===== src/rtl/serial_addsub_arb_if.sv =====
// serial_addsub_arb_if
// Groups the request/operand and result signals of serial_addsub_arb.
//   req0/req1, op0/op1, a0/b0, a1/b1 : requester side (driven by master)
//   gnt0/gnt1, busy, done, owner,
//   result, cout                      : unit side (driven by slave)
//   ovf                               : present only when ADDSUB_OVF_EN is defined
interface serial_addsub_arb_if #(
    parameter int unsigned WIDTH = 8
);
    logic             req0;
    logic             req1;
    logic             op0;
    logic             op1;
    logic [WIDTH-1:0] a0;
    logic [WIDTH-1:0] b0;
    logic [WIDTH-1:0] a1;
    logic [WIDTH-1:0] b1;
    logic             gnt0;
    logic             gnt1;
    logic             busy;
    logic             done;
    logic             owner;
    logic [WIDTH-1:0] result;
    logic             cout;
`ifdef ADDSUB_OVF_EN
    logic             ovf;
`endif

    modport master (
        output req0, req1, op0, op1, a0, b0, a1, b1,
        input  gnt0, gnt1, busy, done, owner, result, cout
`ifdef ADDSUB_OVF_EN
        , input ovf
`endif
    );

    modport slave (
        input  req0, req1, op0, op1, a0, b0, a1, b1,
        output gnt0, gnt1, busy, done, owner, result, cout
`ifdef ADDSUB_OVF_EN
        , output ovf
`endif
    );
endinterface


===== src/rtl/serial_addsub_arb.sv =====
// serial_addsub_arb
// Bit-serial adder/subtractor shared by two requesters under round-robin arbitration.
// One bit per cycle, LSB first, through a single 1-bit full-add / full-subtract cell.
// Ports:
//   clk   : clock, rising edge
//   rst_n : asynchronous active-low reset
//   bus   : serial_addsub_arb_if.slave (requests, operands, grants, status, result)
// Optional feature: define ADDSUB_OVF_EN to add bus.ovf, the two's-complement overflow
// of the latched operation (carry into MSB XOR carry out of MSB).
module serial_addsub_arb #(
    parameter int unsigned WIDTH = 8
) (
    input logic                  clk,
    input logic                  rst_n,
    serial_addsub_arb_if.slave   bus
);
    localparam int unsigned CntW = (WIDTH > 1) ? $clog2(WIDTH) : 1;

    typedef enum logic [1:0] {
        StIdle,
        StShift,
        StDone
    } state_e;

    state_e           state_q, state_d;
    logic [CntW-1:0]  cnt_q, cnt_d;
    logic [WIDTH-1:0] a_q, a_d;
    logic [WIDTH-1:0] b_q, b_d;
    logic [WIDTH-1:0] res_q, res_d;
    logic             op_q, op_d;
    logic             owner_q, owner_d;
    logic             carry_q, carry_d;
    // Requester favoured when both request; flips to the other side on every grant.
    logic             rr_q, rr_d;
`ifdef ADDSUB_OVF_EN
    logic             ovf_q, ovf_d;
`endif

    logic any_req;
    logic winner;
    logic last_bit;
    logic a_bit;
    logic b_bit;
    logic sum_bit;
    logic carry_nxt;

    // Shared 1-bit cell and arbitration decision.
    always_comb begin
        any_req   = bus.req0 | bus.req1;
        winner    = (bus.req0 & bus.req1) ? rr_q : bus.req1;
        last_bit  = (cnt_q == CntW'(WIDTH - 1));
        a_bit     = a_q[0];
        b_bit     = b_q[0];
        sum_bit   = a_bit ^ b_bit ^ carry_q;
        if (op_q) begin
            // Borrow out of a - b - borrow_in.
            carry_nxt = (~a_bit & b_bit) | (b_bit & carry_q) | (~a_bit & carry_q);
        end else begin
            carry_nxt = (a_bit & b_bit) | (b_bit & carry_q) | (a_bit & carry_q);
        end
    end

    // Next-state logic.
    always_comb begin
        state_d = state_q;
        cnt_d   = cnt_q;
        a_d     = a_q;
        b_d     = b_q;
        res_d   = res_q;
        op_d    = op_q;
        owner_d = owner_q;
        carry_d = carry_q;
        rr_d    = rr_q;
`ifdef ADDSUB_OVF_EN
        ovf_d   = ovf_q;
`endif
        unique case (state_q)
            StIdle: begin
                if (any_req) begin
                    state_d = StShift;
                    cnt_d   = '0;
                    owner_d = winner;
                    rr_d    = ~winner;
                    op_d    = winner ? bus.op1 : bus.op0;
                    a_d     = winner ? bus.a1 : bus.a0;
                    b_d     = winner ? bus.b1 : bus.b0;
                    carry_d = 1'b0;
                end
            end
            StShift: begin
                // Operands shift out at the bottom, result bits shift in at the top.
                a_d     = a_q >> 1;
                b_d     = b_q >> 1;
                res_d   = {sum_bit, res_q[WIDTH-1:1]};
                carry_d = carry_nxt;
                cnt_d   = cnt_q + CntW'(1);
                if (last_bit) begin
                    state_d = StDone;
                    cnt_d   = '0;
`ifdef ADDSUB_OVF_EN
                    ovf_d   = carry_q ^ carry_nxt;
`endif
                end
            end
            StDone: begin
                state_d = StIdle;
            end
            default: begin
                state_d = StIdle;
            end
        endcase
    end

    always_ff @(posedge clk or negedge rst_n) begin
        if (!rst_n) begin
            state_q <= StIdle;
            cnt_q   <= '0;
            a_q     <= '0;
            b_q     <= '0;
            res_q   <= '0;
            op_q    <= 1'b0;
            owner_q <= 1'b0;
            carry_q <= 1'b0;
            rr_q    <= 1'b0;
`ifdef ADDSUB_OVF_EN
            ovf_q   <= 1'b0;
`endif
        end else begin
            state_q <= state_d;
            cnt_q   <= cnt_d;
            a_q     <= a_d;
            b_q     <= b_d;
            res_q   <= res_d;
            op_q    <= op_d;
            owner_q <= owner_d;
            carry_q <= carry_d;
            rr_q    <= rr_d;
`ifdef ADDSUB_OVF_EN
            ovf_q   <= ovf_d;
`endif
        end
    end

    // Outputs decode from registered state only.
    always_comb begin
        bus.gnt0   = (state_q == StShift) && (cnt_q == '0) && !owner_q;
        bus.gnt1   = (state_q == StShift) && (cnt_q == '0) && owner_q;
        bus.busy   = (state_q != StIdle);
        bus.done   = (state_q == StDone);
        bus.owner  = owner_q;
        bus.result = res_q;
        bus.cout   = carry_q;
`ifdef ADDSUB_OVF_EN
        bus.ovf    = ovf_q;
`endif
    end
endmodule


===== src/flat_wrapper.sv =====
// flat-port wrapper written by rule: the top's interface ports become plain ports
module serial_addsub_arb_flat 
#(
    parameter int unsigned WIDTH = 8
)
  (clk, rst_n, bus_req0, bus_req1, bus_op0, bus_op1, bus_a0, bus_b0, bus_a1, bus_b1, bus_gnt0, bus_gnt1, bus_busy, bus_done, bus_owner, bus_result, bus_cout);
  serial_addsub_arb_if #(.WIDTH(WIDTH)) bus_i ();
  input logic clk;
  input logic rst_n;
  input wire logic [$bits(bus_i.req0)-1:0] bus_req0;
  input wire logic [$bits(bus_i.req1)-1:0] bus_req1;
  input wire logic [$bits(bus_i.op0)-1:0] bus_op0;
  input wire logic [$bits(bus_i.op1)-1:0] bus_op1;
  input wire logic [$bits(bus_i.a0)-1:0] bus_a0;
  input wire logic [$bits(bus_i.b0)-1:0] bus_b0;
  input wire logic [$bits(bus_i.a1)-1:0] bus_a1;
  input wire logic [$bits(bus_i.b1)-1:0] bus_b1;
  output wire logic [$bits(bus_i.gnt0)-1:0] bus_gnt0;
  output wire logic [$bits(bus_i.gnt1)-1:0] bus_gnt1;
  output wire logic [$bits(bus_i.busy)-1:0] bus_busy;
  output wire logic [$bits(bus_i.done)-1:0] bus_done;
  output wire logic [$bits(bus_i.owner)-1:0] bus_owner;
  output wire logic [$bits(bus_i.result)-1:0] bus_result;
  output wire logic [$bits(bus_i.cout)-1:0] bus_cout;
  assign bus_i.req0 = bus_req0;
  assign bus_i.req1 = bus_req1;
  assign bus_i.op0 = bus_op0;
  assign bus_i.op1 = bus_op1;
  assign bus_i.a0 = bus_a0;
  assign bus_i.b0 = bus_b0;
  assign bus_i.a1 = bus_a1;
  assign bus_i.b1 = bus_b1;
  assign bus_gnt0 = bus_i.gnt0;
  assign bus_gnt1 = bus_i.gnt1;
  assign bus_busy = bus_i.busy;
  assign bus_done = bus_i.done;
  assign bus_owner = bus_i.owner;
  assign bus_result = bus_i.result;
  assign bus_cout = bus_i.cout;
  serial_addsub_arb #(.WIDTH(WIDTH)) u_core (.clk(clk), .rst_n(rst_n), .bus(bus_i));
endmodule

===== config.mk =====
export PLATFORM = sky130hd
export DESIGN_NAME = serial_addsub_arb_flat
export DESIGN_NICKNAME = d
export VERILOG_FILES = /design/src/rtl/serial_addsub_arb_if.sv /design/src/rtl/serial_addsub_arb.sv /design/src/flat_wrapper.sv
export SDC_FILE = /design/constraint.sdc
export NUM_CORES = 1
export LEC_CHECK = 0
export BUFFER_PORTS_ARGS = -buffer_cell sky130_fd_sc_hd__buf_2
export CAP_MARGIN = 20
export CORE_ASPECT_RATIO = 1.2
export CORE_MARGIN = 2
export CORE_UTILIZATION = 50
export CTS_CLUSTER_DIAMETER = 30
export DETAILED_ROUTE_END_ITERATION = 10
export HOLD_SLACK_MARGIN = 0.02
export PLACE_DENSITY = 0.89
export SKIP_LAST_GASP = 1
export SLEW_MARGIN = 5
export SYNTH_ARGS = -nofsm -noshare
export SYNTH_HDL_FRONTEND = slang
export SYNTH_SLANG_ARGS = --single-unit

===== constraint.sdc =====
create_clock -name clk -period 1.49 [get_ports clk]
set_input_delay 0.149 -clock clk [delete_from_list [all_inputs] [get_ports clk]]
set_output_delay 0.149 -clock clk [all_outputs]
set_load 0.03 [all_outputs]

Word-level counts from Yosys, hierarchy flattened
Cells that the tools add are included.

Multiply operators: 0. Bitwise gates (word level): 15. Reductions and logical operators: 11. Div/mod/pow operators: 0. Add/subtract/negate cells: 1. Equal/unequal tests: 5. Magnitude comparators: 0. Shift-type cells: 0. Multiplexer cells: 17.

Operators with widths (count): $mux W8 (4); $pmux W8 S2 (2); $and A1 B1 Y1 (6); $mux W3 (2); $pmux W3 S2 (1); $reduce_and A2 Y1 (3); $or A1 B1 Y1 (5); $mux W1 (4); $mux W2 (2); $ne A2 B1 Y1 const B (2); $pmux W2 S2 (1); $reduce_bool A2 Y1 (2); $add A3 B1 Y3 const B (1); $eq A3 B3 Y1 const B (1); $logic_and A1 B1 Y1 (3); $logic_not A3 Y1 (1); $eq A2 B1 Y1 const B (1); $eq A2 B2 Y1 const B (1); $logic_not A2 Y1 (1); $not A1 Y1 (2); $pmux W1 S2 (1); $xor A1 B1 Y1 (2); $logic_not A1 Y1 (1).

Memory bits (read-only): 0. Bits in latches: 0. Logic and storage cells: 58. Output and inout port bits: 14. Bits of input ports: 38. Memories kept: 0. Bits in registers: 33. Bits in writable memories: 0.

Logic depth before layout (Yosys ltp)
Depth after elaboration: 6. Depth in mapped cells: 6. Gate-level depth less buffers: 4.

Worst setup path before layout
No wires, ideal clock.

Path type: reg2out. Start point: register u_core.state_q[1]. End point: output bus_gnt0. Stages on the path, launching flop included: 4. Buffers on the path: 1. Data required time: 1341 ps. Data arrival time: 1700 ps. Slack: -359 ps. Path through: dfrtp_1 -> nand2b_1 -> buf_2 -> nor4b_1.

Longest elaborated chain between the ends: 3.

RTL lines: from (decl) (line serial_addsub_arb.sv:25) `state_e state_q, state_d;`; from (signal assigned) (line serial_addsub_arb.sv:116) `state_q <= StIdle;`; from (signal assigned) (line serial_addsub_arb.sv:129) `state_q <= state_d;`; $eq A2 B1 Y1 (line serial_addsub_arb.sv:146) `bus.gnt0 = (state_q == StShift) && (cnt_q == '0) && !owner_q;`; $logic_and A1 B1 Y1 (2 in series) (line serial_addsub_arb.sv:146); to (decl) (line flat_wrapper.sv:18) `output wire logic [$bits(bus_i.gnt0)-1:0] bus_gnt0;`.

Every way passes these cells.

Worst setup path after layout
Start point: register u_core.state_q[0]. End point: output bus_gnt0.

Same word-level chain as after synthesis.

==> impl_summary.txt <==
----------------------------------------------------
[Status]
  Outcome ... complete, no violations

[Synthesis]
  Synthesis-stage register bit count ... 33
  Main synth FF type ... sky130_fd_sc_hd__dfrtp_1
  Synthesized area ... ~0.0016 mm^2
  Cells after Synth ... 157
  Syn avg cell area ... 10.45 um^2
  YS warnings ... 0
  Synth cell types ... 29
  Share of synthesized area occupied by flip-flops and latches ... between 50% and 60%
  Total nets after synthesis ... 200
  EDFF count, synth ... 0
  Share of synthesized registers carrying an async set or reset ... 100.0%

[Floorplanning]
  Number of rows in the core area ... 22
  Die width ... between 50 and 60 um
  Total die area ... about 0.0038 mm^2
  Starting utilization of the core area ... ~53%
  Die extent in y ... between 60 and 70 um
  Core ar. ... ~0.0031 mm^2
  Number of I/O pins ... 52

[Clock network]
  Worst skew pair latency ... 0.32 ns
  Max Root-Sink Buffers ... 2
  Clock sink count ... 33
  TritonCTS clock tree ... done
  Master cell of the clock root buffer ... sky130_fd_sc_hd__clkbuf_4
  TritonCTS buffer count ... 5
  H-Tree Level Count ... 2
  Clock-pin slew on the worst setup and hold paths ... about 0.1 ns

[Power and ir drop]
  Power spent charging and discharging nets ... ~1.7 mW
  Int Pwr ... roughly 2.4 mW
  Combinational group share of total power ... 47.6%
  Power share of the clock group ... a little over an eighth
  IR Drop Worst-Case VDD ... 0.001407 V
  Total power density per cell area ... ~2000 mW/mm^2
  Part of the power in registers ... roughly 39%
  Switching part of the total ... about two fifths
  Pleak ... approximately 1.1 nW

[Routing]
  Drt first pass iters ... 4
  Via total after detailed routing ... 1346
  Wire length per cell after detailed routing ... roughly 13 um
  DRC marker count from the first detailed-route iteration ... 18
  Final WL ... between 3 and 4 mm
  Post-route DRC violation count ... 0
  Average vias per placed instance ... ~5.3
  Remaining antenna violation count ... 0

[Cells and area]
  Post-layout nets ... ~260
  Number of inserted diodes ... 0
  Share of post-route cells with drive strength above 1 ... between 30% and 40%
  Final core occ ... between 60% and 70%
  Area added between synthesis and finish ... 28.22%
  Post-Layout Inst Area ... around 0.0021 mm^2

[Placement]
  Routability-driven placement congestion ratio ... just under 0.8
  Half-perimeter wire length after placement ... around 2.4 mm
  Placed Area ... 0.001937 mm^2
  Number of buffers inserted by port buffering ... just over 50

[Timing]
  Normalized max-slew margin ... a little under three quarters
  Count of final hold-check violations ... 0
  Final setup violating endpoints ... 0
  Layout Skew ... 0.005267 ns
  Maximum clock rate ... just under 0.7 GHz
  Setup repair after global routing missed its margin ... true
  Pin slew with the least headroom to its limit ... 0.4224 ns
  Final clock period utilization by the worst path ... between 90% and 100%
  Max Slew Vio Count ... 0
  Shortest clock period the worst path allows after layout ... 1.483 ns
  Total Neg Setup Slack ... 0 ns

[Global route]
  First-pass GRT wire length ... 5.671 mm
  Global-route congestion overflow total ... 0
  Overall fraction of global-route tracks in use ... 19.86%
  Number of antenna violations at the first check in global routing ... 0
  Largest net degree at the start of global routing ... 26
  Number of global-route vias before repair ... 1387

[Critical path]
  Data required time of the worst path ... 1.34 ns
  Critical path fanouts, max ... 4
  Critical path start-end classification ... register to output pin
  Startpoint Class ... register
  Worst Path Arrival ... ~1.3 ns
  Nature of the critical path endpoint ... output pin

[Run]
  Number of maximum-capacitance violations ... 0

[Hold path]
  Hold/Removal Path Class ... input port to register

----------------------------------------------------
state kept, by name, indices dropped and copies added (netlist names):
signal             cells
u_core.a_q             8
u_core.b_q             8
u_core.bus.result      8
u_core.cnt_q           3
u_core.state_q         2
u_core.bus.cout        1
u_core.bus.owner       1
u_core.op_q            1
u_core.rr_q            1
Yosys cell counts (2+ instances only):
cell                      count  area, um^2
sky130_fd_sc_hd__buf_6        3       33.78
sky130_fd_sc_hd__a22oi_1     14       105.1
sky130_fd_sc_hd__nand3_1      5       25.02
sky130_fd_sc_hd__inv_1        7       26.28
sky130_fd_sc_hd__o21ai_1     14       70.07
sky130_fd_sc_hd__nand2_1     28       105.1
sky130_fd_sc_hd__o21ai_0      8       40.04
sky130_fd_sc_hd__dfrtp_1     33       825.8
sky130_fd_sc_hd__mux2i_1     17       170.2
sky130_fd_sc_hd__ha_1         3       37.54
sky130_fd_sc_hd__buf_2        6       30.03
sky130_fd_sc_hd__fa_1         2       40.04
through the flow:
| stage | total power, mW | std cells | setup slack, ns | hold WS [ns] |
|---|---|---|---|---|
| CTS | 4.041 | 254 | 0.01071 | 0.06372 |
| global placement | 3.255 | 240 | 0.2103 | 0.1003 |
| floorplan | 2.874 | 157 | 0.05293 | -0.1466 |
| global route | 4.420 | 255 | -0.06209 | 0.06862 |
| detailed placement | 3.352 | 240 | 0.1413 | 0.1068 |
| finish | 4.094 | 255 | 0.007193 | 0.07569 |
per-layer routing:
metal / vias up / GRT usage (%) / wire length [um]
li1: 663 / - / -
met2: 53 / 39.41 / 1861
met4: 0 / 8.929 / 21
met1: 627 / 19.29 / 1250
met5: - / 0 / 0
met3: 3 / 4.466 / 198
path summary, 6_finish.rpt:
| check | depth (start not counted) | startpoint | end | slack [ns] |
|---|---|---|---|---|
| setup reg to reg | 6 | u_core.state_q[0] | u_core.a_q[6] | 0.09 |
| setup / recovery | 4 | u_core.state_q[0] | bus_gnt0 | 0.007 |
| hold / removal | 2 | bus_req1 | u_core.rr_q | 0.08 |
| min in group asynchronous | 2 | rst_n | u_core.bus.owner | 0.28 |
| max in group asynchronous | 3 | rst_n | u_core.state_q[1] | 0.78 |
| hold reg to reg | 2 | u_core.bus.result[0] | u_core.bus.result[0] | 0.48 |
area by class of cell:
class | count | area (um^2)
repair buffers | 65 | 404.1
clock buffers | 7 | 65.06
fillers | 278 | 1007
well taps | 36 | 45.04
flip-flops and latches | 33 | 828.3
multi-input cells | 106 | 729.5
clock inverters | 1 | 5.005
inverters | 7 | 26.28
cell families (layout without fill, tap and decap cells):
group | count (synthesis) | after routing | share of synthesized area, %
simple gates | 43 | 43 | 12.05
fa+ha+maj | 5 | 5 | 4.730
flops | 33 | 33 | 50.34
buf+inv | 18 | 80 | 7.018
mux | 18 | 18 | 11.06
compound gates | 40 | 40 | 14.80
power groups by stage:
stage | Sequential [mW] | Combinational (mW) | Clock, mW
after global placement | 1.56 | 1.69 | 0
after global routing | 1.63 | 2.17 | 0.621
final | 1.59 | 1.95 | 0.557
after detailed placement | 1.59 | 1.76 | 0
after CTS | 1.57 | 1.90 | 0.577
after floorplan | 1.76 | 1.12 | 0
placed cells by master, fill, tap and decap left out, types with 2 or more instances in the layout:
| cell | Yosys | routed |
|---|---|---|
| sky130_fd_sc_hd__a22oi_1 | 14 | 14 |
| sky130_fd_sc_hd__buf_12 | 1 | 2 |
| sky130_fd_sc_hd__buf_2 | 6 | 49 |
| sky130_fd_sc_hd__buf_4 | 0 | 10 |
| sky130_fd_sc_hd__buf_6 | 3 | 3 |
| sky130_fd_sc_hd__clkbuf_4 | 0 | 5 |
| sky130_fd_sc_hd__clkbuf_8 | 0 | 2 |
| sky130_fd_sc_hd__dfrtp_1 | 33 | 31 |
| sky130_fd_sc_hd__dfrtp_2 | 0 | 2 |
| sky130_fd_sc_hd__fa_1 | 2 | 2 |
| sky130_fd_sc_hd__ha_1 | 3 | 3 |
| sky130_fd_sc_hd__inv_1 | 7 | 7 |
| sky130_fd_sc_hd__mux2i_1 | 17 | 17 |
| sky130_fd_sc_hd__nand2_1 | 28 | 28 |
| sky130_fd_sc_hd__nand3_1 | 5 | 5 |
| sky130_fd_sc_hd__o21ai_0 | 8 | 8 |
| sky130_fd_sc_hd__o21ai_1 | 14 | 14 |
timing repair:
action | in CTS | in global routing
resized for setup | 4 | 6
hold buffers | 1 | 0
hold endpoints to repair | 17 | 0
endpoints found under the setup margin | 2 | 3
setup buffers | 5 | 1
critical path: stages (launching register included):
cell and delay (ns):
sky130_fd_sc_hd__dfrtp_1 0.44, sky130_fd_sc_hd__buf_6 0.13, sky130_fd_sc_hd__nand2b_4 0.06, sky130_fd_sc_hd__nor4b_4 0.22
sky130_fd_sc_hd__buf_6 0.16
Power figures use the tool's default switching activity.
